### src/rtl/b_cache_wr_seq_if.sv
// Command/handshake and B-cache write bus between the EKF stage FSM, the write sequencer and the mapper/BRAM.
interface b_cache_wr_seq_if #(
    parameter int unsigned SEQ_CNT_DW = 10,
    parameter int unsigned ADDR_W     = 8,
    parameter int unsigned TP_LEN_W   = 6
);
    logic                  start;
    logic [3:0]            op;
    logic [ADDR_W-1:0]     base_addr;
    logic [TP_LEN_W-1:0]   tp_len;
    logic                  abort;
    logic                  start_ack;
    logic                  busy;
    logic                  done;
    logic                  err;
    logic [3:0]            B_cache_in_sel;
    logic [SEQ_CNT_DW-1:0] seq_cnt_out;
    logic                  B_cache_wea;
    logic [ADDR_W-1:0]     B_cache_addra;

    // Stage FSM side: issues jobs, observes status and the write port.
    modport master (
        output start, op, base_addr, tp_len, abort,
        input  start_ack, busy, done, err, B_cache_in_sel, seq_cnt_out, B_cache_wea, B_cache_addra
    );

    // Sequencer side.
    modport slave (
        input  start, op, base_addr, tp_len, abort,
        output start_ack, busy, done, err, B_cache_in_sel, seq_cnt_out, B_cache_wea, B_cache_addra
    );
endinterface

### src/rtl/b_cache_wr_seq.sv
// B-cache write sequencer: runs one mapper job (sel/seq_cnt) and issues port-A writes aligned
// to the mapper's one-cycle registered data, then pulses done.
module b_cache_wr_seq #(
    parameter int unsigned SEQ_CNT_DW = 10,
    parameter int unsigned ADDR_W     = 8,
    parameter int unsigned TP_LEN_W   = 6
) (
    input  logic clk,
    input  logic sys_rst_n,
    b_cache_wr_seq_if.slave bus
);
    localparam logic [3:0] OP_IDLE      = 4'b0000;
    localparam logic [3:0] OP_RSVD      = 4'b1000;
    localparam logic [3:0] OP_TRANSPOSE = 4'b1001;
    localparam logic [3:0] OP_INV       = 4'b1010;
    localparam logic [3:0] OP_CHI       = 4'b1011;
    localparam logic [3:0] OP_NL_PRD    = 4'b1100;
    localparam logic [3:0] OP_NL_ASSOC  = 4'b1101;
    localparam logic [3:0] OP_NL_NEW    = 4'b1110;
    localparam logic [3:0] OP_NL_UPD    = 4'b1111;

    typedef enum logic [1:0] {IDLE, RUN, DRAIN} state_t;

    state_t                state, state_d;
    logic [3:0]            op_q, op_d;
    logic [ADDR_W-1:0]     base_q, base_d;
    logic [TP_LEN_W-1:0]   len_q, len_d;
    logic [SEQ_CNT_DW-1:0] seq_q, seq_d;
    logic [3:0]            sel_q, sel_d;
    logic                  busy_q, busy_d;
    logic                  done_q, done_d;
    logic                  wea_q, wea_d;
    logic [ADDR_W-1:0]     addra_q, addra_d;
    logic [SEQ_CNT_DW-1:0] first_c, last_c;
    logic                  op_ok_c, req_c, accept_c, reject_c;

    // Write window of the latched job; INV/CHI count through the mapper's compute cycles first.
    always_comb begin
        first_c = SEQ_CNT_DW'(1);
        last_c  = SEQ_CNT_DW'(1);
        case (op_q)
            OP_NL_PRD:               last_c = SEQ_CNT_DW'(5);
            OP_NL_NEW:               last_c = SEQ_CNT_DW'(6);
            OP_NL_ASSOC, OP_NL_UPD:  last_c = SEQ_CNT_DW'(7);
            OP_INV:      begin first_c = SEQ_CNT_DW'(7);  last_c = SEQ_CNT_DW'(9);  end
            OP_CHI:      begin first_c = SEQ_CNT_DW'(10); last_c = SEQ_CNT_DW'(11); end
            OP_TRANSPOSE:            last_c = SEQ_CNT_DW'(len_q);
            default: ;
        endcase
    end

    // Acceptance is decided combinationally so start_ack/err land in the request cycle itself.
    always_comb begin
        op_ok_c  = bus.op[3] && (bus.op != OP_RSVD);
        req_c    = (state == IDLE) && bus.start && !bus.abort;
        accept_c = req_c && op_ok_c && ((bus.op != OP_TRANSPOSE) || (bus.tp_len != '0));
        reject_c = req_c && !accept_c;
    end

    always_comb begin
        state_d = state;
        op_d    = op_q;
        base_d  = base_q;
        len_d   = len_q;
        seq_d   = '0;
        sel_d   = OP_IDLE;
        busy_d  = 1'b0;
        done_d  = 1'b0;
        wea_d   = 1'b0;
        addra_d = '0;
        case (state)
            IDLE: begin
                if (accept_c) begin
                    state_d = RUN;
                    op_d    = bus.op;
                    base_d  = bus.base_addr;
                    len_d   = bus.tp_len;
                    seq_d   = SEQ_CNT_DW'(1);
                    sel_d   = bus.op;
                    busy_d  = 1'b1;
                end
            end
            RUN: begin
                if (bus.abort) begin
                    state_d = IDLE;
                end else begin
                    busy_d = 1'b1;
                    sel_d  = op_q;
                    if (seq_q == last_c) begin
                        state_d = DRAIN;
                    end else begin
                        seq_d = seq_q + SEQ_CNT_DW'(1);
                    end
                    // Mapper data for this count is registered, so the write goes out next cycle.
                    if (seq_q >= first_c) begin
                        wea_d   = 1'b1;
                        addra_d = base_q + ADDR_W'(seq_q - first_c);
                    end
                end
            end
            DRAIN: begin
                state_d = IDLE;
                done_d  = !bus.abort;
            end
            default: state_d = IDLE;
        endcase
    end

    always_ff @(posedge clk or negedge sys_rst_n) begin
        if (!sys_rst_n) begin
            state   <= IDLE;
            op_q    <= '0;
            base_q  <= '0;
            len_q   <= '0;
            seq_q   <= '0;
            sel_q   <= OP_IDLE;
            busy_q  <= 1'b0;
            done_q  <= 1'b0;
            wea_q   <= 1'b0;
            addra_q <= '0;
        end else begin
            state   <= state_d;
            op_q    <= op_d;
            base_q  <= base_d;
            len_q   <= len_d;
            seq_q   <= seq_d;
            sel_q   <= sel_d;
            busy_q  <= busy_d;
            done_q  <= done_d;
            wea_q   <= wea_d;
            addra_q <= addra_d;
        end
    end

    assign bus.start_ack      = accept_c;
    assign bus.err            = reject_c;
    assign bus.busy           = busy_q;
    assign bus.done           = done_q;
    assign bus.B_cache_in_sel = sel_q;
    assign bus.seq_cnt_out    = seq_q;
    assign bus.B_cache_wea    = wea_q;
    assign bus.B_cache_addra  = addra_q;
endmodule
### src/flat_wrapper.sv
// flat-port wrapper written by rule: the top's interface ports become plain ports
module b_cache_wr_seq_flat 
#(
    parameter int unsigned SEQ_CNT_DW = 10,
    parameter int unsigned ADDR_W     = 8,
    parameter int unsigned TP_LEN_W   = 6
)
  (clk, sys_rst_n, bus_start, bus_op, bus_base_addr, bus_tp_len, bus_abort, bus_start_ack, bus_busy, bus_done, bus_err, bus_B_cache_in_sel, bus_seq_cnt_out, bus_B_cache_wea, bus_B_cache_addra);
  b_cache_wr_seq_if #(.SEQ_CNT_DW(SEQ_CNT_DW), .ADDR_W(ADDR_W), .TP_LEN_W(TP_LEN_W)) bus_i ();
  input  logic clk;
  input  logic sys_rst_n;
  input wire logic [$bits(bus_i.start)-1:0] bus_start;
  input wire logic [$bits(bus_i.op)-1:0] bus_op;
  input wire logic [$bits(bus_i.base_addr)-1:0] bus_base_addr;
  input wire logic [$bits(bus_i.tp_len)-1:0] bus_tp_len;
  input wire logic [$bits(bus_i.abort)-1:0] bus_abort;
  output wire logic [$bits(bus_i.start_ack)-1:0] bus_start_ack;
  output wire logic [$bits(bus_i.busy)-1:0] bus_busy;
  output wire logic [$bits(bus_i.done)-1:0] bus_done;
  output wire logic [$bits(bus_i.err)-1:0] bus_err;
  output wire logic [$bits(bus_i.B_cache_in_sel)-1:0] bus_B_cache_in_sel;
  output wire logic [$bits(bus_i.seq_cnt_out)-1:0] bus_seq_cnt_out;
  output wire logic [$bits(bus_i.B_cache_wea)-1:0] bus_B_cache_wea;
  output wire logic [$bits(bus_i.B_cache_addra)-1:0] bus_B_cache_addra;
  assign bus_i.start = bus_start;
  assign bus_i.op = bus_op;
  assign bus_i.base_addr = bus_base_addr;
  assign bus_i.tp_len = bus_tp_len;
  assign bus_i.abort = bus_abort;
  assign bus_start_ack = bus_i.start_ack;
  assign bus_busy = bus_i.busy;
  assign bus_done = bus_i.done;
  assign bus_err = bus_i.err;
  assign bus_B_cache_in_sel = bus_i.B_cache_in_sel;
  assign bus_seq_cnt_out = bus_i.seq_cnt_out;
  assign bus_B_cache_wea = bus_i.B_cache_wea;
  assign bus_B_cache_addra = bus_i.B_cache_addra;
  b_cache_wr_seq #(.SEQ_CNT_DW(SEQ_CNT_DW), .ADDR_W(ADDR_W), .TP_LEN_W(TP_LEN_W)) u_core (.clk(clk), .sys_rst_n(sys_rst_n), .bus(bus_i));
endmodule
### config.mk
export PLATFORM = sky130hd
export DESIGN_NAME = b_cache_wr_seq_flat
export DESIGN_NICKNAME = d
export VERILOG_FILES = /design/src/rtl/b_cache_wr_seq_if.sv /design/src/rtl/b_cache_wr_seq.sv /design/src/flat_wrapper.sv
export SDC_FILE = /design/constraint.sdc
export NUM_CORES = 1
export LEC_CHECK = 0
export CAP_MARGIN = 30
export CORE_MARGIN = 4
export CORE_UTILIZATION = 57
export DETAILED_ROUTE_END_ITERATION = 7
export DONT_BUFFER_PORTS = 1
export PLACE_DENSITY_LB_ADDON = 0.05
export SETUP_SLACK_MARGIN = 0.5
export SLEW_MARGIN = 10
export SYNTH_ARGS = -nofsm -noshare
export SYNTH_HDL_FRONTEND = slang
export SYNTH_SLANG_ARGS = --single-unit
### constraint.sdc
create_clock -name clk -period 2.4 [get_ports clk]
set_input_delay 0.48 -clock clk [delete_from_list [all_inputs] [get_ports clk]]
set_output_delay 0.48 -clock clk [all_outputs]
set_load 0.005 [all_outputs]
==> metrics.md <==
| Metric | Value |
|---|---|
| # DRC | `0` |
| YS warnings | `0` |
| Initial core utilization | `0.606` |
| Cell taking the most area after synthesis | `dfrtp_1` |
| Mapped Area | `2510 µm²` |
| Register Area | `between 1000 and 1500 µm²` |
| Initial drt markers | `98` |
| EDFF count, synth | `0` |
| Crit Path Class | `reg -> reg` |
| Failing checks | `setup timing` |
| Sequential-to-total area share from yosys stat | `0.448` |
| Area Growth Syn to Fin | `20.3%` |
| Avg WL per Cell | `14.8 µm` |
| Tcrit/Tclk final | `1.06` |
| Critical Path End Type | `register` |
| Synth Instances | `~270` |
| Syn_nets | `307` |
| Cell Pwr Density | `783 nW/µm²` |
| Sink Count | `45` |
| Final WS setup | `-0.147 ns` |
| GP Congestion | `0.789` |
| Area fraction of the dominant cell type after synthesis | `0.448` |
| Syn_area_per_cell | `9.48 µm²` |
| CTS clock-pin slew for the worst setup and hold paths | `0.08 ns` |
| Max cap viols | `0` |
| Main flop type after synthesis | `dfrtp_1` |
| Antenna-violating nets left | `0` |
| Vias | `~1900` |
| RSZ-0062 raised after global routing | `yes` |
| Finish-stage setup viols | `3` |
| Final Hold Slack | `0.0295 ns` |
| Slew margin rel. | `0.740` |
| Clock root cell | `clkbuf_8` |
| Final hold violation count | `0` |
| Vias in the first global route | `1843` |
| Hold WC Path Type | `in -> async` |
| CTS tree | `done` |
| Most frequent cell after synthesis | `dfrtp_1` |
| Fmax achieved | `about 390 MHz` |
| Max Buffers Root-to-Sink | `2` |
| Post-Route WL | `about 5 mm` |
| Via density | `5.44` |
| Clk Latency, worst-skew pair | `0.29 ns` |
| Fill cells | `between 300 and 400` |
| Die span in x | `74.4 µm` |
| Leak Pwr | `1.49 nW` |
| Global-route wire length before repair | `8.59 mm` |
| DP HPWL | `3.97 mm` |
| Layout cells sized above 1 | `0.264` |
| R2R Path End | `u_core.bus.B_cache_addra[7]` |
| Distinct cells, synth | `41` |
| Cell Rows | `23` |
| Height of the die | `74.4 µm` |
| Final clock skew | `0.00625 ns` |
| Nets | `around 340` |
| Multi-input logic area | `1350 µm²` |
| TritonRoute pass-1 iters | `4` |
| Placed Area | `2730 µm²` |
| Number of inserted diodes | `0` |
| Critical path data arrival time | `around 2.7 ns` |
| Total grt overflow | `0` |
| Setup TNS | `-0.383 ns` |
| Worst-margin pin slew | `0.386 ns` |
| Crit path time final | `2.55 ns` |
| Slew Limit Fails | `0` |
| CTS Buf Count | `5` |
| Reg2Reg Depth | `12` |
| Async set-or-reset flop fraction in the synthesized netlist | `1.00` |
| Critical path launch point type | `register` |
| GRT Overall Usage | `0.205` |
| H-Tree Depth | `2` |
| CP max FO | `3` |
| Initial antenna violation count | `0` |
| Flop2flop setup slack | `-0.15 ns` |
| Die area | `5530 µm²` |
| CORE AREA | `4140 µm²` |
| # IOs | `49` |
| Post-Place Setup Slack | `-0.124 ns` |
| Final Cell Area | `3020 µm²` |
| Run status | `finished, violations left` |
| Largest net degree at the start of global routing | `46` |
| # port buffers | `0` |
| Top post-synthesis cells by area | `dfrtp_1 (45%), ha_1 (8.0%), nand2_1 (6.6%), xnor2_1 (5.2%), inv_1 (4.5%)` |
| Most frequent cells after synthesis | `dfrtp_1 (45), nand2_1 (44), inv_1 (30)` |
| Required time of the critical path | `2.59 ns` |
| Seq cells post-synth | `between 40 and 50` |
| VDD IR-drop max | `501 µV` |
| Worst r2r src | `u_core.op_q[2]` |
==> where the power goes <==
group,switching [mW],internal [mW],leakage [nW]
clock network,0.246,0.201,0.0439
registers,0.0547,0.840,0.592
logic,0.492,0.534,0.855
==> state kept, by name, indices dropped and copies added, names as in the netlist <==
register and cells:
u_core.bus.busy 1, u_core.op_q 4, u_core.bus.seq_cnt_out 10, u_core.state 2
u_core.bus.done 1, u_core.bus.B_cache_wea 1, u_core.len_q 6, u_core.base_q 8
u_core.bus.B_cache_in_sel 4, u_core.bus.B_cache_addra 8
==> per-stage QoR <==
stage | cells | total power [mW] | util
after floorplan | 265 | 1.56 | -
after global placement | 328 | 1.76 | 0.658
after detailed placement | 328 | 1.78 | 0.658
after CTS | 342 | 2.28 | 0.706
after global routing | 345 | 2.55 | 0.729
final | 345 | 2.37 | 0.729
==> logic make-up (layout without fill, tap and decap cells) <==
kind of cell / after synthesis / after routing / share of synthesized area
AO/OA/AOI/OAI: 40 / 40 / 0.111
buffers and inverters: 40 / 70 / 0.0692
AND/OR/NAND/NOR: 100 / 100 / 0.190
XOR/XNOR: 20 / 20 / 0.0697
adder cells (fa/ha/maj): 20 / 20 / 0.112
flip-flops: 45 / 45 / 0.448
==> metal layers <==
layer | up-vias | global-route usage | wire (µm)
li1 | 920 | - | -
met1 | 889 | 0.293 | 2350
met2 | 59 | 0.309 | 2330
met3 | 10 | 0.0446 | 359
met4 | 0 | 0.0672 | 74
met5 | - | 0 | 0
==> worst max-delay path by stage <==
stage                               from                          end  slack (ns)  cells past startpoint
after floorplan           u_core.op_q[2]  u_core.bus.B_cache_addra[6]       -0.14                     13
after global placement    u_core.op_q[3]  u_core.bus.B_cache_addra[6]       -0.07                     10
after detailed placement  u_core.op_q[2]  u_core.bus.B_cache_addra[6]       -0.12                     12
after CTS                 u_core.op_q[3]  u_core.bus.B_cache_addra[6]       -0.13                     10
after global routing      u_core.op_q[2]  u_core.bus.B_cache_addra[6]       -0.28                     12
final                     u_core.op_q[2]  u_core.bus.B_cache_addra[7]       -0.15                     12
==> final cells by class <==
class / instances / share of cell area
multi-input combinational: 180 / 0.446
sequential: 45 / 0.373
timing repair buffer: 30 / 0.0886
inverter: 31 / 0.0410
clock buffer: 5 / 0.0228
tap: 50 / 0.0207
clock inverter: 3 / 0.00580
timing repair inverter: 1 / 0.00207
==> cell usage in the layout (no fill, tap or decap), types with 2 or more instances in the layout <==
cell type,netlist,layout
nand2_1,44,42
xnor2_2,0,3
o21bai_1,2,2
nand3_1,8,8
o21ai_1,0,3
xor2_1,5,5
and2_1,6,3
a21o_1,2,2
o21ai_2,7,8
a21oi_2,0,2
nor3_1,5,4
nor2_1,15,15
buf_6,2,6
and2_4,0,3
clkbuf_8,0,5
nand3b_1,2,2
o21a_1,2,2
dfrtp_1,45,44
o21ai_0,9,5
a21oi_1,8,5
fa_1,4,3
nand2_2,2,4
and3_1,3,3
xnor2_1,15,12
nand2b_1,4,3
buf_4,1,22
inv_2,0,3
o31ai_1,2,2
nor3b_1,3,3
a31oi_1,3,3
ha_4,0,2
clkinv_2,0,2
inv_1,30,27
ha_1,16,14
==> repair_timing <==
action                     4_1_cts  5_1_grt
setup endpoints to repair       22       40
hold endpoints to repair        45        0
pin swaps                        5        6
buffers inserted                 4        2
resized for setup               12       22
hold buffers                     1        0
gates cloned                     1        1
==> critical path, stage by stage (launching register included) <==
cell      delay (ns)
dfrtp_1         0.43
nand2b_4        0.16
or3_4           0.33
inv_2           0.06
fa_1            0.41
inv_2           0.08
ha_4            0.20
buf_4           0.14
a21oi_4         0.14
o21ai_1         0.08
a31oi_1         0.20
xnor2_1         0.14
nor2_1          0.06
Note: power is estimated with default switching activity, not from simulation.
